`src/rtl/ariane_pkg.sv`:
```
// ---------------------------------------------------------------------------
// ariane_pkg (flush sequencer slice)
//
// Shared types for the flush sequencer:
//   FLUSH_OP_W         width of one requester's flush op field
//   flush_op_t         {tlb, icache, dcache}; dcache is bit 0
//   flush_seq_state_e  sequencer states
//   step_after_drain() next state once the dcache part of a flush is over
//   first_step()       first action state for a freshly granted op
// ---------------------------------------------------------------------------
package ariane_pkg;

    localparam int FLUSH_OP_W = 3;

    typedef struct packed {
        logic tlb;
        logic icache;
        logic dcache;
    } flush_op_t;

    typedef enum logic [2:0] {
        IDLE   = 3'd0,
        DCACHE = 3'd1,
        DRAIN  = 3'd2,
        ICACHE = 3'd3,
        TLB    = 3'd4,
        DONE   = 3'd5
    } flush_seq_state_e;

    // The steps after the dcache/drain phase, in fixed order.
    function automatic flush_seq_state_e step_after_drain(input flush_op_t op);
        flush_seq_state_e s;
        if (op.icache) begin
            s = ICACHE;
        end else if (op.tlb) begin
            s = TLB;
        end else begin
            s = DONE;
        end
        return s;
    endfunction

    // An op with no bits set goes straight to DONE.
    function automatic flush_seq_state_e first_step(input flush_op_t op);
        flush_seq_state_e s;
        if (op.dcache) begin
            s = DCACHE;
        end else begin
            s = step_after_drain(op);
        end
        return s;
    endfunction

endpackage

```
`src/rtl/flush_seq_rr_arb.sv`:
```
// ---------------------------------------------------------------------------
// flush_seq_rr_arb
//
// Purely combinational round-robin arbiter. The search starts at ptr and
// wraps modulo NrReq; the first requesting slot found wins.
//
// Ports:
//   req        in   NrReq   request vector
//   ptr        in   IdxW    priority pointer (slot searched first), < NrReq
//   gnt        out  NrReq   one-hot grant (all zero when nothing requests)
//   gnt_idx    out  IdxW    index of the granted slot
//   gnt_valid  out  1       some slot was granted
// ---------------------------------------------------------------------------
module flush_seq_rr_arb #(
    parameter int NrReq = 3,
    parameter int IdxW  = (NrReq > 1) ? $clog2(NrReq) : 1
) (
    input  logic [NrReq-1:0] req,
    input  logic [IdxW-1:0]  ptr,
    output logic [NrReq-1:0] gnt,
    output logic [IdxW-1:0]  gnt_idx,
    output logic             gnt_valid
);

    localparam logic [IdxW:0] NrReqW = (IdxW + 1)'(NrReq);

    logic [IdxW:0] cand;

    always_comb begin
        gnt_idx   = '0;
        gnt_valid = 1'b0;
        cand      = '0;
        // Walk from the farthest offset back toward the pointer so that the
        // nearest requesting slot is the last one written, i.e. the winner.
        for (int k = NrReq - 1; k >= 0; k--) begin
            cand = {1'b0, ptr} + (IdxW + 1)'(k);
            if (cand >= NrReqW) begin
                cand = cand - NrReqW;
            end
            if (req[cand[IdxW-1:0]]) begin
                gnt_idx   = cand[IdxW-1:0];
                gnt_valid = 1'b1;
            end
        end
    end

    genvar gi;
    generate
        for (gi = 0; gi < NrReq; gi++) begin : g_gnt
            assign gnt[gi] = gnt_valid && (gnt_idx == IdxW'(gi));
        end
    endgenerate

endmodule

```
`src/rtl/flush_sequencer.sv`:
```
// ---------------------------------------------------------------------------
// flush_sequencer
//
// Arbitrates flush requests from several requesters and runs the granted
// one through: dcache flush (wait ack) -> drain of external transactions ->
// icache flush -> TLB flush -> done pulse. Steps not enabled in the op are
// skipped. Only one sequence is in flight at a time; busy_o halts commit.
//
// Optional feature: define FLUSH_SEQ_TIMEOUT_EN to add a dcache-ack watchdog.
// When it fires, timeout_o is set (sticky until reset) and the sequence moves
// on to DRAIN as if the ack had arrived. Without the macro DCACHE waits for
// the ack indefinitely and timeout_o is constant 0.
//
// Parameters: NrReq (1..8), DrainCycles (1..256), TimeoutCycles (2..65536)
//
// Ports:
//   clk_i               in   core clock
//   rst_i               in   asynchronous active-high reset
//   req_valid_i         in   NrReq      flush request per requester
//   req_op_i            in   3*NrReq    per-requester op, [3i+2:3i]
//   req_ready_o         out  NrReq      one-hot accept (combinational, IDLE)
//   done_o              out  NrReq      completion pulse to granted requester
//   flush_dcache_o      out  dcache flush request (level, in DCACHE)
//   flush_dcache_ack_i  in   dcache flush done
//   cache_busy_i        in   outstanding external transactions
//   flush_icache_o      out  icache flush pulse
//   flush_tlb_o         out  TLB flush pulse
//   busy_o              out  sequence in flight
//   timeout_o           out  sticky watchdog flag
// ---------------------------------------------------------------------------
module flush_sequencer
    import ariane_pkg::*;
#(
    parameter int NrReq         = 3,
    parameter int DrainCycles   = 16,
    parameter int TimeoutCycles = 1024
) (
    input  logic                        clk_i,
    input  logic                        rst_i,
    input  logic [NrReq-1:0]            req_valid_i,
    input  logic [FLUSH_OP_W*NrReq-1:0] req_op_i,
    output logic [NrReq-1:0]            req_ready_o,
    output logic [NrReq-1:0]            done_o,
    output logic                        flush_dcache_o,
    input  logic                        flush_dcache_ack_i,
    input  logic                        cache_busy_i,
    output logic                        flush_icache_o,
    output logic                        flush_tlb_o,
    output logic                        busy_o,
    output logic                        timeout_o
);

    localparam int IdxW   = (NrReq > 1) ? $clog2(NrReq) : 1;
    localparam int DrainW = $clog2(DrainCycles + 1);
    localparam logic [DrainW-1:0] DrainLast = DrainW'(DrainCycles - 1);
    localparam logic [IdxW-1:0]   LastIdx   = IdxW'(NrReq - 1);

    flush_seq_state_e  state_reg, state_next;
    logic [IdxW-1:0]   gnt_idx_reg;
    flush_op_t         op_reg;
    logic [IdxW-1:0]   ptr_reg, ptr_next;
    logic [DrainW-1:0] drain_cnt_reg;

    flush_op_t         req_ops [NrReq];
    logic [NrReq-1:0]  arb_gnt;
    logic [IdxW-1:0]   arb_idx;
    logic              arb_valid;
    logic              drain_done;
    logic              dcache_exit;

    genvar gi;
    generate
        for (gi = 0; gi < NrReq; gi++) begin : g_unpack
            assign req_ops[gi] = flush_op_t'(req_op_i[FLUSH_OP_W*gi +: FLUSH_OP_W]);
        end
    endgenerate

    flush_seq_rr_arb #(
        .NrReq (NrReq),
        .IdxW  (IdxW)
    ) u_arb (
        .req       (req_valid_i),
        .ptr       (ptr_reg),
        .gnt       (arb_gnt),
        .gnt_idx   (arb_idx),
        .gnt_valid (arb_valid)
    );

    // Drain ends on the DrainCycles-th consecutive idle cycle; a busy cycle
    // restarts the count.
    assign drain_done = (state_reg == DRAIN) && !cache_busy_i && (drain_cnt_reg == DrainLast);

    // Pointer moves to the slot after the one just served.
    assign ptr_next = (gnt_idx_reg == LastIdx) ? '0 : gnt_idx_reg + IdxW'(1);

`ifdef FLUSH_SEQ_TIMEOUT_EN
    localparam int WdW = $clog2(TimeoutCycles);
    localparam logic [WdW-1:0] WdLast = WdW'(TimeoutCycles - 1);

    logic [WdW-1:0] wd_cnt_reg;
    logic           timeout_reg;
    logic           wd_expired;

    // An ack in the same cycle wins; the flag is only raised when the ack
    // genuinely never came.
    assign wd_expired  = (state_reg == DCACHE) && !flush_dcache_ack_i && (wd_cnt_reg == WdLast);
    assign dcache_exit = flush_dcache_ack_i || wd_expired;
    assign timeout_o   = timeout_reg;

    always_ff @(posedge clk_i or posedge rst_i) begin
        if (rst_i) begin
            wd_cnt_reg  <= '0;
            timeout_reg <= 1'b0;
        end else begin
            if (state_reg != DCACHE) begin
                wd_cnt_reg <= '0;
            end else if (wd_cnt_reg != WdLast) begin
                wd_cnt_reg <= wd_cnt_reg + WdW'(1);
            end
            if (wd_expired) begin
                timeout_reg <= 1'b1;
            end
        end
    end
`else
    assign dcache_exit = flush_dcache_ack_i;
    // Always 0: TimeoutCycles is at least 2; it has no other role here.
    assign timeout_o   = (TimeoutCycles < 0);
`endif

    always_comb begin
        state_next = state_reg;
        case (state_reg)
            IDLE: begin
                if (arb_valid) begin
                    state_next = first_step(req_ops[arb_idx]);
                end
            end
            DCACHE: begin
                if (dcache_exit) begin
                    state_next = DRAIN;
                end
            end
            DRAIN: begin
                if (drain_done) begin
                    state_next = step_after_drain(op_reg);
                end
            end
            ICACHE:  state_next = op_reg.tlb ? TLB : DONE;
            TLB:     state_next = DONE;
            DONE:    state_next = IDLE;
            default: state_next = IDLE;
        endcase
    end

    always_ff @(posedge clk_i or posedge rst_i) begin
        if (rst_i) begin
            state_reg     <= IDLE;
            gnt_idx_reg   <= '0;
            op_reg        <= '0;
            ptr_reg       <= '0;
            drain_cnt_reg <= '0;
        end else begin
            state_reg <= state_next;
            if ((state_reg == IDLE) && arb_valid) begin
                gnt_idx_reg <= arb_idx;
                op_reg      <= req_ops[arb_idx];
            end
            if (state_reg == DONE) begin
                ptr_reg <= ptr_next;
            end
            if ((state_reg != DRAIN) || cache_busy_i) begin
                drain_cnt_reg <= '0;
            end else if (drain_cnt_reg != DrainLast) begin
                drain_cnt_reg <= drain_cnt_reg + DrainW'(1);
            end
        end
    end

    // Accept is the only Mealy output; it is held low while reset is applied.
    assign req_ready_o    = ((state_reg == IDLE) && !rst_i) ? arb_gnt : '0;
    assign flush_dcache_o = (state_reg == DCACHE);
    assign flush_icache_o = (state_reg == ICACHE);
    assign flush_tlb_o    = (state_reg == TLB);
    assign busy_o         = (state_reg != IDLE);

    generate
        for (gi = 0; gi < NrReq; gi++) begin : g_done
            assign done_o[gi] = (state_reg == DONE) && (gnt_idx_reg == IdxW'(gi));
        end
    endgenerate

endmodule
```
`config.mk`:
```
export PLATFORM = sky130hd
export DESIGN_NAME = flush_sequencer
export DESIGN_NICKNAME = d
export VERILOG_FILES = /design/src/rtl/ariane_pkg.sv /design/src/rtl/flush_seq_rr_arb.sv /design/src/rtl/flush_sequencer.sv
export SDC_FILE = /design/constraint.sdc
export NUM_CORES = 1
export LEC_CHECK = 0
export BUFFER_PORTS_ARGS = -buffer_cell sky130_fd_sc_hd__buf_2
export CORE_MARGIN = 3
export CORE_UTILIZATION = 57
export DETAILED_ROUTE_END_ITERATION = 10
export HOLD_SLACK_MARGIN = 0.02
export PLACE_DENSITY_LB_ADDON = 0.25
export SLEW_MARGIN = 20
export SYNTH_ARGS = -nofsm -noshare
export SYNTH_HDL_FRONTEND = slang
export SYNTH_HIERARCHICAL = 1
export SYNTH_SLANG_ARGS = --single-unit
```
`constraint.sdc`:
```
create_clock -name clk_i -period 3.52 [get_ports clk_i]
set_clock_uncertainty 0.1 [all_clocks]
set_input_delay 0.176 -clock clk_i [delete_from_list [all_inputs] [get_ports clk_i]]
set_output_delay 0.176 -clock clk_i [all_outputs]
set_load 0.01 [all_outputs]
```
==> impl_metrics.py, run 1 <==
metrics = {
    "floorplanning": {
        "dieArea_mm2": 0.00259,
        "die_height_um": 50.9,
        "row_count": 15,
        "die_w_um": 50.9,
        "pin_count": 27,
        "core_mm2": 0.00182,
        "initial_utilization_pct": 63.2,
    },
    "finish": {
        "fillers": 157,
        "largest_reg_flops": 5,
        "multi_input_area_um2": 717,
        "syn_to_final_growth_pct": 11.7,
        "antenna_cells": 0,
        "seq_area_um2": 350,
        "fin_nets": 174,
        "drive_gt1_share_pct": 25.8,
        "stdcell_area_mm2": 0.00129,
    },
    "placed_design": {
        "place_area_mm2": 0.00125,
        "dp_slack_ps": 877,
        "port_buffers": 25,
        "hpwl_um": 1940,
        "gp_congestion": 0.880,
    },
    "route": {
        "drt_first_pass_iters": 6,
        "wl_per_cell_um": 13.9,
        "drtAntennaViolNets": 0,
        "routed_wl_um": 2450,
        "routed-via-count": 1018,
        "avgViaCountPerCell": 5.78,
        "drc": 0,
        "drt_iter0_drc": 29,
    },
    "setup_path": {
        "worstPathBufferInverterCount": 1,
        "ff2ff_setup_slack_ps": 890,
        "worst_setup_path_start_kind": "flip-flop",
        "cp-end-kind": "flip-flop",
        "reg2reg_depth": 9,
        "r2r_start": "ptr_reg[1]$_DFFE_PP0P_",
        "crit_arrival_ps": 2680,
        "slowest_stage": "a221oi_1",
        "cp_cell_sequence": "inv_1 > ha_1 > nand2b_4 > o211ai_1 > a221oi_1 > nor2b_1 > a2bb2oi_1 > a211oi_1 > a22oi_1",
        "crit_family": "compound AO/OA/AOI/OAI gates",
        "path_class": "reg -> reg",
        "path_max_fanout": 8,
        "critPathMaxStageDelay_ps": 620,
        "path_depth": 9,
        "cp-endpoint": "state_reg[0]$_DFFE_PP0P_",
        "critPathLaunch": "ptr_reg[1]$_DFFE_PP0P_",
        "reg2reg_to": "state_reg[0]$_DFFE_PP0P_",
        "required_ps": 3570,
    },
    "synth": {
        "syn-cell-area_mm2": 0.00115,
        "synth_edf_count": 0,
        "synthTopCellsByArea": "dfrtp_1 (30%), nor2_1 (5.5%), ha_1 (5.4%)",
        "ys_ff_latch": 14,
        "synthArstFlopShare_pct": 100,
        "syn_inst": 128,
        "synth_top_area_share_pct": 30.4,
        "synth_seq_area_share_pct": 30.4,
        "synth_common_cells": "nor2_1 (17), dfrtp_1 (14), inv_1 (8), nand2_1 (8)",
        "synthesis.nets": 149,
        "post-synth-top-area-cell": "dfrtp_1",
        "yosysMostFrequentCell": "nor2_1",
        "synth_ff_type": "dfrtp_1",
        "ys_warn_count": 6,
        "yosysUniqueCellTypes": 44,
        "syn_avg_cell_area_um2": 8.99,
    },
    "global_route": {
        "grt_pass1_vias": 959,
        "grtUsageTotal_pct": 20.8,
        "overflow": 0,
        "grt_max_degree": 15,
        "antenna_found_initial": 0,
        "grt_pass1_wl_um": 4110,
    },
    "clock_tree": {
        "clock_path_buffers": 2,
        "cts_tree": "built",
        "clk_latency_ps": 270,
        "cts-resized-gates": 0,
        "path_clk_slew_ps": 80,
        "root_buffer": "clkbuf_4",
        "h-tree-depth": 1,
        "cts.sink_count": 14,
        "numCtsBuffers": 3,
    },
    "sta": {
        "slew_viol_final": 0,
        "rsz0062_at_grt": "no",
        "max_freq_mhz": 380,
        "setup_ws_ps": 887,
        "hold_violations": 0,
        "worstMarginPinSlew_ps": 668,
        "setup_viol": 0,
        "fin_crit_ps": 2630,
        "maxSlewHeadroom_pct": 55.5,
        "finalCritPeriodShare_pct": 74.8,
        "setup_tns_ps": 0,
    },
    "pwr": {
        "leakage_nw": 0.645,
        "p_per_area_mw_per_mm2": 795,
        "vdd_drop_max_mv": 0.568,
    },
    "run_status": {
        "outcome": "finished clean",
    },
    "run": {
        "maxCapViolCount": 0,
    },
    "min_path": {
        "hp-class": "in -> reg",
    },
}
final cells by class:
cell class | count | area share (%)
inverter | 8 | 2.33
clock buffer | 3 | 1.75
sequential | 14 | 27.2
multi-input combinational | 100 | 55.7
timing repair buffer | 26 | 10.5
tap | 25 | 2.43
worst register-to-register path: stages, from the launching register on:
cell and delay [ps]:
dfrtp_1 420, inv_1 70, ha_1 270, nand2b_4 200, o211ai_1 110, a221oi_1 620, nor2b_1 290, a2bb2oi_1 130
a211oi_1 220, a22oi_1 110
report_power, final:
part           switching, mW  leakage [nW]  internal [mW]
clock                 0.0478        0.0138         0.0396
combinational          0.334         0.449          0.310
sequential            0.0785         0.182          0.213
total                  0.460         0.645          0.562
kinds of logic (layout without fill, tap and decap cells):
group	after synthesis	count (layout)	synth area share (%)
xor gates and xnor gates	3	3	2.28
other	1	1	0.326
and+or+nand+nor	56	56	28.5
muxes	9	9	9.13
AOI/OAI and AO/OA	26	26	16.6
DFF	14	14	30.4
buffers and inverters	14	37	7.28
adders and majority gates	5	5	5.43
worst min-delay path by stage:
stage / start / endpoint / cells past startpoint
finish: req_op_i[8] / op_reg[2]$_DFFE_PP0P_ / 3
global placement: rst_i / op_reg[1]$_DFFE_PP0P_ / 2
CTS: req_op_i[8] / op_reg[2]$_DFFE_PP0P_ / 3
floorplan: rst_i / drain_cnt_reg[0]$_DFFE_PP0P_ / 1
detailed placement: rst_i / state_reg[0]$_DFFE_PP0P_ / 2
global route: req_op_i[8] / op_reg[2]$_DFFE_PP0P_ / 3
layer usage:
| layer | global-route usage, % | wire length (µm) | vias up |
|---|---|---|---|
| met2 | 37.1 | 1260 | 30 |
| met3 | 5.25 | 116 | 2 |
| met1 | 25.6 | 1050 | 493 |
| li1 | - | - | 493 |
| met5 | 0 | 0 | - |
| met4 | 2.69 | 18 | 0 |
stage by stage:
stage               hold WS [ps]  util (%)  std cells  power (mW)
floorplan                  -34.8         -        128       0.823
global placement             142      68.9        172       0.908
detailed placement           148      68.9        172       0.936
CTS                          161      70.7        176        1.03
global route                 183      70.7        176        1.11
finish                       162      70.7        176        1.02
cell usage in the layout, fill, tap and decap left out, types with 2 or more instances in the layout:
cell type and count:
a21o_1 2, a21oi_1 6, a221oi_1 2, a22oi_1 2, and2_1 4, and2b_2 2, and3_1 2, buf_2 25
clkbuf_4 3, dfrtp_1 14, ha_1 5, inv_1 8, mux2_4 3, mux2i_1 6, nand2_1 8, nand2b_1 4
nand3_1 2, nor2_1 17, nor2b_1 2, nor3_1 3, nor3b_1 5, o211ai_1 2, o2bb2ai_1 2, xor2_1 2
what timing repair did:
item	CTS	global route
endpoints found under the hold margin	14	0
buffers inserted	0	0
hold buffers	1	0
(Power assumes the default switching activity.)
==> run 2, diff against run 1 <==
CORE_ASPECT_RATIO = 0.6   (was not set)
CORE_UTILIZATION = 53   (was 57)
clock period = 2.55 ns   (was 3.52 ns; I/O delays follow)
==> run 2 against run 1 <==
Against the previous run: register-to-register slack lost 650 ps; hold slack lost 94 ps; combinational power grew 60%; sequential cell count is the same; worst setup slack lost 770 ps; utilization shrank 0.14 points; first-iteration DRC count grew 100%; critical path depth shrank 1; die area grew 7.3%; routed wire length grew 9.1%; critical path type is now reg -> out.
==> impl_metrics.py, run 2 (synthesis results as in run 1) <==
metrics = {
    "run_status": {
        "outcome": "finished clean",
    },
    "global_route": {
        "met1_usage_pct": 29.3,
        "grtUsageTotal_pct": 19.7,
        "grt_max_degree": 15,
        "overflow": 0,
        "grt_pass1_wl_um": 4260,
        "grt_pass1_vias": 923,
        "antenna_found_initial": 0,
        "globalRoute.busiestLayer": "met1",
        "grt_use_met3_pct": 6.70,
        "met2_usage_pct": 27.8,
    },
    "finish": {
        "drive_gt1_share_pct": 32.7,
        "stdcell_area_mm2": 0.00138,
        "fin_nets": 178,
        "final_common_cell": "buf_2",
        "syn_to_final_growth_pct": 19.6,
        "antenna_cells": 0,
        "fillers": 160,
        "layout_common_cells": "buf_2 (25), nor2_1 (16), dfrtp_1 (13), nand2_1 (8), inv_1 (8)",
        "largest_reg_flops": 5,
    },
    "floorplanning": {
        "initial_utilization_pct": 59.0,
        "die_w_um": 66.2,
        "core_mm2": 0.00195,
        "row_count": 12,
        "dieArea_mm2": 0.00279,
        "pin_count": 27,
        "die_height_um": 42.1,
    },
    "sta": {
        "fin_crit_ps": 2430,
        "worstMarginPinSlew_ps": 554,
        "hold_slack_ps": 67.8,
        "slew_viol_final": 0,
        "hold_violations": 0,
        "maxSlewHeadroom_pct": 63.0,
        "setup_viol": 0,
        "finalCritPeriodShare_pct": 95.3,
        "max_freq_mhz": 411,
        "setup_tns_ps": 0,
    },
    "route": {
        "drt_iter0_drc": 58,
        "wl_per_cell_um": 14.5,
        "routed_wl_um": 2670,
        "drt_first_pass_iters": 4,
        "routed-via-count": 1040,
        "avgViaCountPerCell": 5.65,
        "drc": 0,
        "drtAntennaViolNets": 0,
    },
    "setup_path": {
        "reg2reg_to": "state_reg[2]$_DFFE_PP0P_",
        "required_ps": 2320,
        "cp_cell_sequence": "inv_1 > ha_4 > nand2b_4 > a21oi_2 > or4_4 > nor3b_1 > and2_1 > buf_2",
        "r2r_start": "ptr_reg[0]$_DFFE_PP0P_",
        "critPathMaxStageDelay_ps": 530,
        "crit_arrival_ps": 2200,
        "critPathLaunch": "ptr_reg[1]$_DFFE_PP0P_",
        "cp-end-kind": "output port",
        "slowest_stage": "or4_4",
        "path_max_fanout": 8,
        "ff2ff_setup_slack_ps": 240,
        "reg2reg_depth": 10,
        "worst_setup_path_start_kind": "flip-flop",
        "path_class": "reg -> out",
    },
    "clock_tree": {
        "h-tree-depth": 1,
        "numCtsBuffers": 3,
        "clock_path_buffers": 2,
        "root_buffer": "clkbuf_4",
        "cts.sink_count": 14,
        "path_clk_slew_ps": 90,
        "clk_latency_ps": 280,
        "cts_tree": "built",
    },
    "pwr": {
        "total_power_mw": 1.60,
        "leakage_nw": 0.671,
        "p_per_area_mw_per_mm2": 1160,
        "vdd_drop_max_mv": 0.630,
    },
    "placed_design": {
        "place_area_mm2": 0.00127,
        "hpwl_um": 2010,
        "port_buffers": 25,
        "gp_congestion": 0.898,
    },
    "min_path": {
        "whs_path_depth": 3,
        "hp-class": "in -> reg",
        "hold_start": "req_op_i[8]",
        "hold_path_end": "op_reg[2]$_DFFE_PP0P_",
    },
    "run": {
        "maxCapViolCount": 0,
    },
}
-- run 2: power breakdown --
| group | internal [mW] | switching [mW] | total (mW) |
|---|---|---|---|
| registers | 0.295 | 0.111 | 0.406 |
| clock network | 0.0870 | 0.0767 | 0.164 |
| logic | 0.507 | 0.519 | 1.03 |
| total | 0.889 | 0.707 | 1.60 |
-- run 2: critical path: cells and delay by family, from the launching register on --
| kind | cells | cell delay (ps) |
|---|---|---|
| adders and majority gates | 1 | 190 |
| buffers and inverters | 2 | 240 |
| and+or+nand+nor | 4 | 990 |
| DFF | 1 | 450 |
| AOI/OAI and AO/OA | 1 | 50 |
-- run 2: per-layer routing --
layer / vias up / share of wire, %
met4: 0 / 0.49
met5: - / 0
li1: 505 / -
met2: 47 / 44
met1: 484 / 47
met3: 4 / 7.8
-- run 2: layout make-up --
| cell class | instances | area, µm² | share of cell area (%) |
|---|---|---|---|
| inverters | 8 | 30.0 | 2.18 |
| well taps | 28 | 35.0 | 2.55 |
| repair buffers | 30 | 165 | 12.0 |
| flip-flops and latches | 14 | 352 | 25.5 |
| multi-input cells | 100 | 758 | 55.1 |
| clock buffers | 4 | 36.3 | 2.64 |
-- run 2: per-stage QoR --
| stage | std cells | setup WS (ps) | utilization, % |
|---|---|---|---|
| finish | 184 | 119 | 70.5 |
| global route | 184 | -41.1 | 70.5 |
| CTS | 182 | 22.3 | 67.7 |
| detailed placement | 177 | 66.1 | 65.2 |
| global placement | 177 | 193 | 65.2 |
| floorplan | 128 | 176 | - |
-- run 2: what timing repair did --
item	4_1_cts	5_1_grt
pin swaps	1	1
buffers inserted	0	2
hold buffers	1	0
setup endpoints to repair	1	4
endpoints found under the hold margin	14	0
gates resized for setup	1	8
-- run 2: how the worst max path moves through the flow --
stage / endpoint / slack [ps] / depth (start not counted)
6_report: req_ready_o[0] / 120 / 8
5_1_grt: req_ready_o[0] / -40 / 9
4_1_cts: req_ready_o[0] / 20 / 8
3_5_place_dp: state_reg[2]$_DFFE_PP0P_ / 70 / 9
3_3_place_gp: state_reg[2]$_DFFE_PP0P_ / 190 / 9
2_1_floorplan: state_reg[2]$_DFFE_PP0P_ / 180 / 10
==> run 3, diff against run 2 <==
--- a/config.mk
+++ b/config.mk
@@ -12,5 +12,5 @@
 export DETAILED_ROUTE_END_ITERATION = 10
 export HOLD_SLACK_MARGIN = 0.02
-export PLACE_DENSITY_LB_ADDON = 0.25
+export PLACE_DENSITY = 0.87
 export SLEW_MARGIN = 20
 export SYNTH_ARGS = -nofsm -noshare
--- a/constraint.sdc
+++ b/constraint.sdc
@@ -3,3 +3,3 @@
 set_input_delay 0.1275 -clock clk_i [delete_from_list [all_inputs] [get_ports clk_i]]
 set_output_delay 0.1275 -clock clk_i [all_outputs]
-set_load 0.01 [all_outputs]
+set_load 0.005 [all_outputs]
==> run 3 against run 2 <==
Against the previous run: sequential share of layout area about the same; cell area decreased by 0.27%; non-clock buffer count unchanged; cell count unchanged; via count decreased by 0.48%; utilization decreased by 0.19 points; register-to-register slack got worse by 50 ps; count of clock-buffer cells in the layout unchanged; fmax increased by 0.41%; first-iteration DRC count decreased by 29%; power decreased by 2.4%; worst setup slack improved by 10 ps; critical path type unchanged; critical endpoint unchanged; largest cell class unchanged; largest power group unchanged.
==> impl_metrics.py, run 3 (synthesis results as in run 1) <==
metrics = {
    "finish": {
        "stdcell_count": 184,
        "final_common_cell": "buf_2",
        "largest_reg_flops": 5,
        "fillers": 146,
        "antenna_cells": 0,
        "fin_nets": 178,
        "syn_to_final_growth_pct": 19.2,
        "layout_common_cells": "buf_2 (25), nor2_1 (16), dfrtp_1 (14), nand2_1 (8), inv_1 (8)",
        "drive_gt1_share_pct": 31.4,
    },
    "run": {
        "maxCapViolCount": 0,
    },
    "route": {
        "m1WireLength_um": 1200,
        "routed_wl_um": 2540,
        "wl_met2_um": 1080,
        "drt_iter0_drc": 41,
        "routed-via-count": 1035,
        "met3RoutedLength_um": 234,
        "drt_first_pass_iters": 4,
        "drc": 0,
        "drtAntennaViolNets": 0,
        "topRoutingLayerUsed": "met4",
        "avgViaCountPerCell": 5.63,
        "wl_per_cell_um": 13.8,
    },
    "placed_design": {
        "dp_slack_ps": 72.7,
        "hpwl_um": 1960,
        "port_buffers": 25,
        "place_inst": 177,
        "gp_congestion": 0.915,
    },
    "setup_path": {
        "cp-end-kind": "output port",
        "crit_arrival_ps": 2190,
        "worst_setup_path_start_kind": "flip-flop",
        "required_ps": 2320,
        "path_class": "reg -> out",
        "path_max_fanout": 4,
    },
    "pwr": {
        "leakage_nw": 0.674,
        "total_power_mw": 1.56,
        "vdd_drop_max_mv": 0.548,
        "p_per_area_mw_per_mm2": 1140,
    },
    "clock_tree": {
        "cts.sink_count": 14,
        "numCtsBuffers": 3,
        "root_buffer": "clkbuf_4",
        "h-tree-depth": 1,
        "clock_path_buffers": 2,
        "cts_tree": "built",
        "path_clk_slew_ps": 80,
        "clk_latency_ps": 280,
    },
    "sta": {
        "setup_viol": 0,
        "hold_violations": 0,
        "setup_tns_ps": 0,
        "max_freq_mhz": 413,
        "worstMarginPinSlew_ps": 530,
        "finalCritPeriodShare_pct": 94.9,
        "slew_viol_final": 0,
        "maxSlewHeadroom_pct": 64.6,
        "setup_ws_ps": 129,
        "fin_crit_ps": 2420,
        "rsz0062_at_grt": "no",
    },
    "floorplanning": {
        "die_w_um": 66.2,
        "die_height_um": 42.1,
        "row_count": 12,
        "initial_utilization_pct": 59.0,
        "dieArea_mm2": 0.00279,
        "pin_count": 27,
        "core_mm2": 0.00195,
    },
    "global_route": {
        "grt_pass1_wl_um": 4040,
        "grt_max_degree": 15,
        "grt_pass1_vias": 873,
        "antenna_found_initial": 0,
        "grtUsageTotal_pct": 18.7,
        "overflow": 0,
    },
    "run_status": {
        "outcome": "finished clean",
    },
    "min_path": {
        "hp-class": "in -> reg",
    },
}
[run 3: cell count changes in the layout (fill, tap and decap cells not counted)]
cell     delta
dfrtp_1     +1
dfrtp_2     -1
ha_1        +1
ha_2        -1
[run 3: worst paths after layout]
path / startpoint / to / slack (ps) / cells past startpoint
setup / recovery: ptr_reg[0]$_DFFE_PP0P_ / req_ready_o[0] / 130 / 8
hold reg to reg: ptr_reg[0]$_DFFE_PP0P_ / ptr_reg[0]$_DFFE_PP0P_ / 430 / 1
setup reg to reg: ptr_reg[1]$_DFFE_PP0P_ / state_reg[2]$_DFFE_PP0P_ / 190 / 10
max in group asynchronous: rst_i / op_reg[1]$_DFFE_PP0P_ / 1660 / 3
hold / removal: req_op_i[8] / op_reg[2]$_DFFE_PP0P_ / 100 / 3
min in group asynchronous: rst_i / gnt_idx_reg[1]$_DFFE_PP0P_ / 340 / 3
[run 3: stage by stage]
stage / hold WS (ps) / utilization [%] / area (µm²)
after global routing: 105 / 70.3 / 1370
after CTS: 100 / 67.6 / 1320
after floorplan: -83.3 / - / 1150
after global placement: 106 / 65.2 / 1270
after detailed placement: 105 / 65.2 / 1270
final: 102 / 70.3 / 1370
[run 3: area by class of cell]
class / count / area (µm²) / area share [%]
Clock buffer: 4 / 36.3 / 2.64
Inverter: 8 / 30.0 / 2.19
Multi-Input combinational cell: 100 / 756 / 55.1
Sequential cell: 14 / 350 / 25.5
Tap cell: 28 / 35.0 / 2.55
Timing Repair Buffer: 30 / 165 / 12.0
[run 3: layer usage]
layer / up-vias / GRT usage (%)
met3: 4 / 5.63
met2: 44 / 26.2
met4: 0 / 3.64
met1: 481 / 28.1
met5: - / 0
li1: 506 / -
[run 3: critical path, cell delays in order, from the launching register on]
cell	delay, ps
dfrtp_1	370
inv_1	90
ha_1	250
a22oi_2	180
a21oi_2	70
or4_4	530
nor3b_1	150
and2_1	140
buf_2	120
[run 3: repair_timing]
action	CTS	global route
endpoints found under the hold margin	14	0
gates resized for setup	0	7
setup buffers	0	2
hold buffers	1	0
setup endpoints to repair	0	4
[run 3: report_power, final]
group          switching [mW]  internal [mW]  total, mW
Clock                  0.0694         0.0868      0.156
Combinational           0.490          0.504      0.994
Sequential              0.113          0.294      0.407
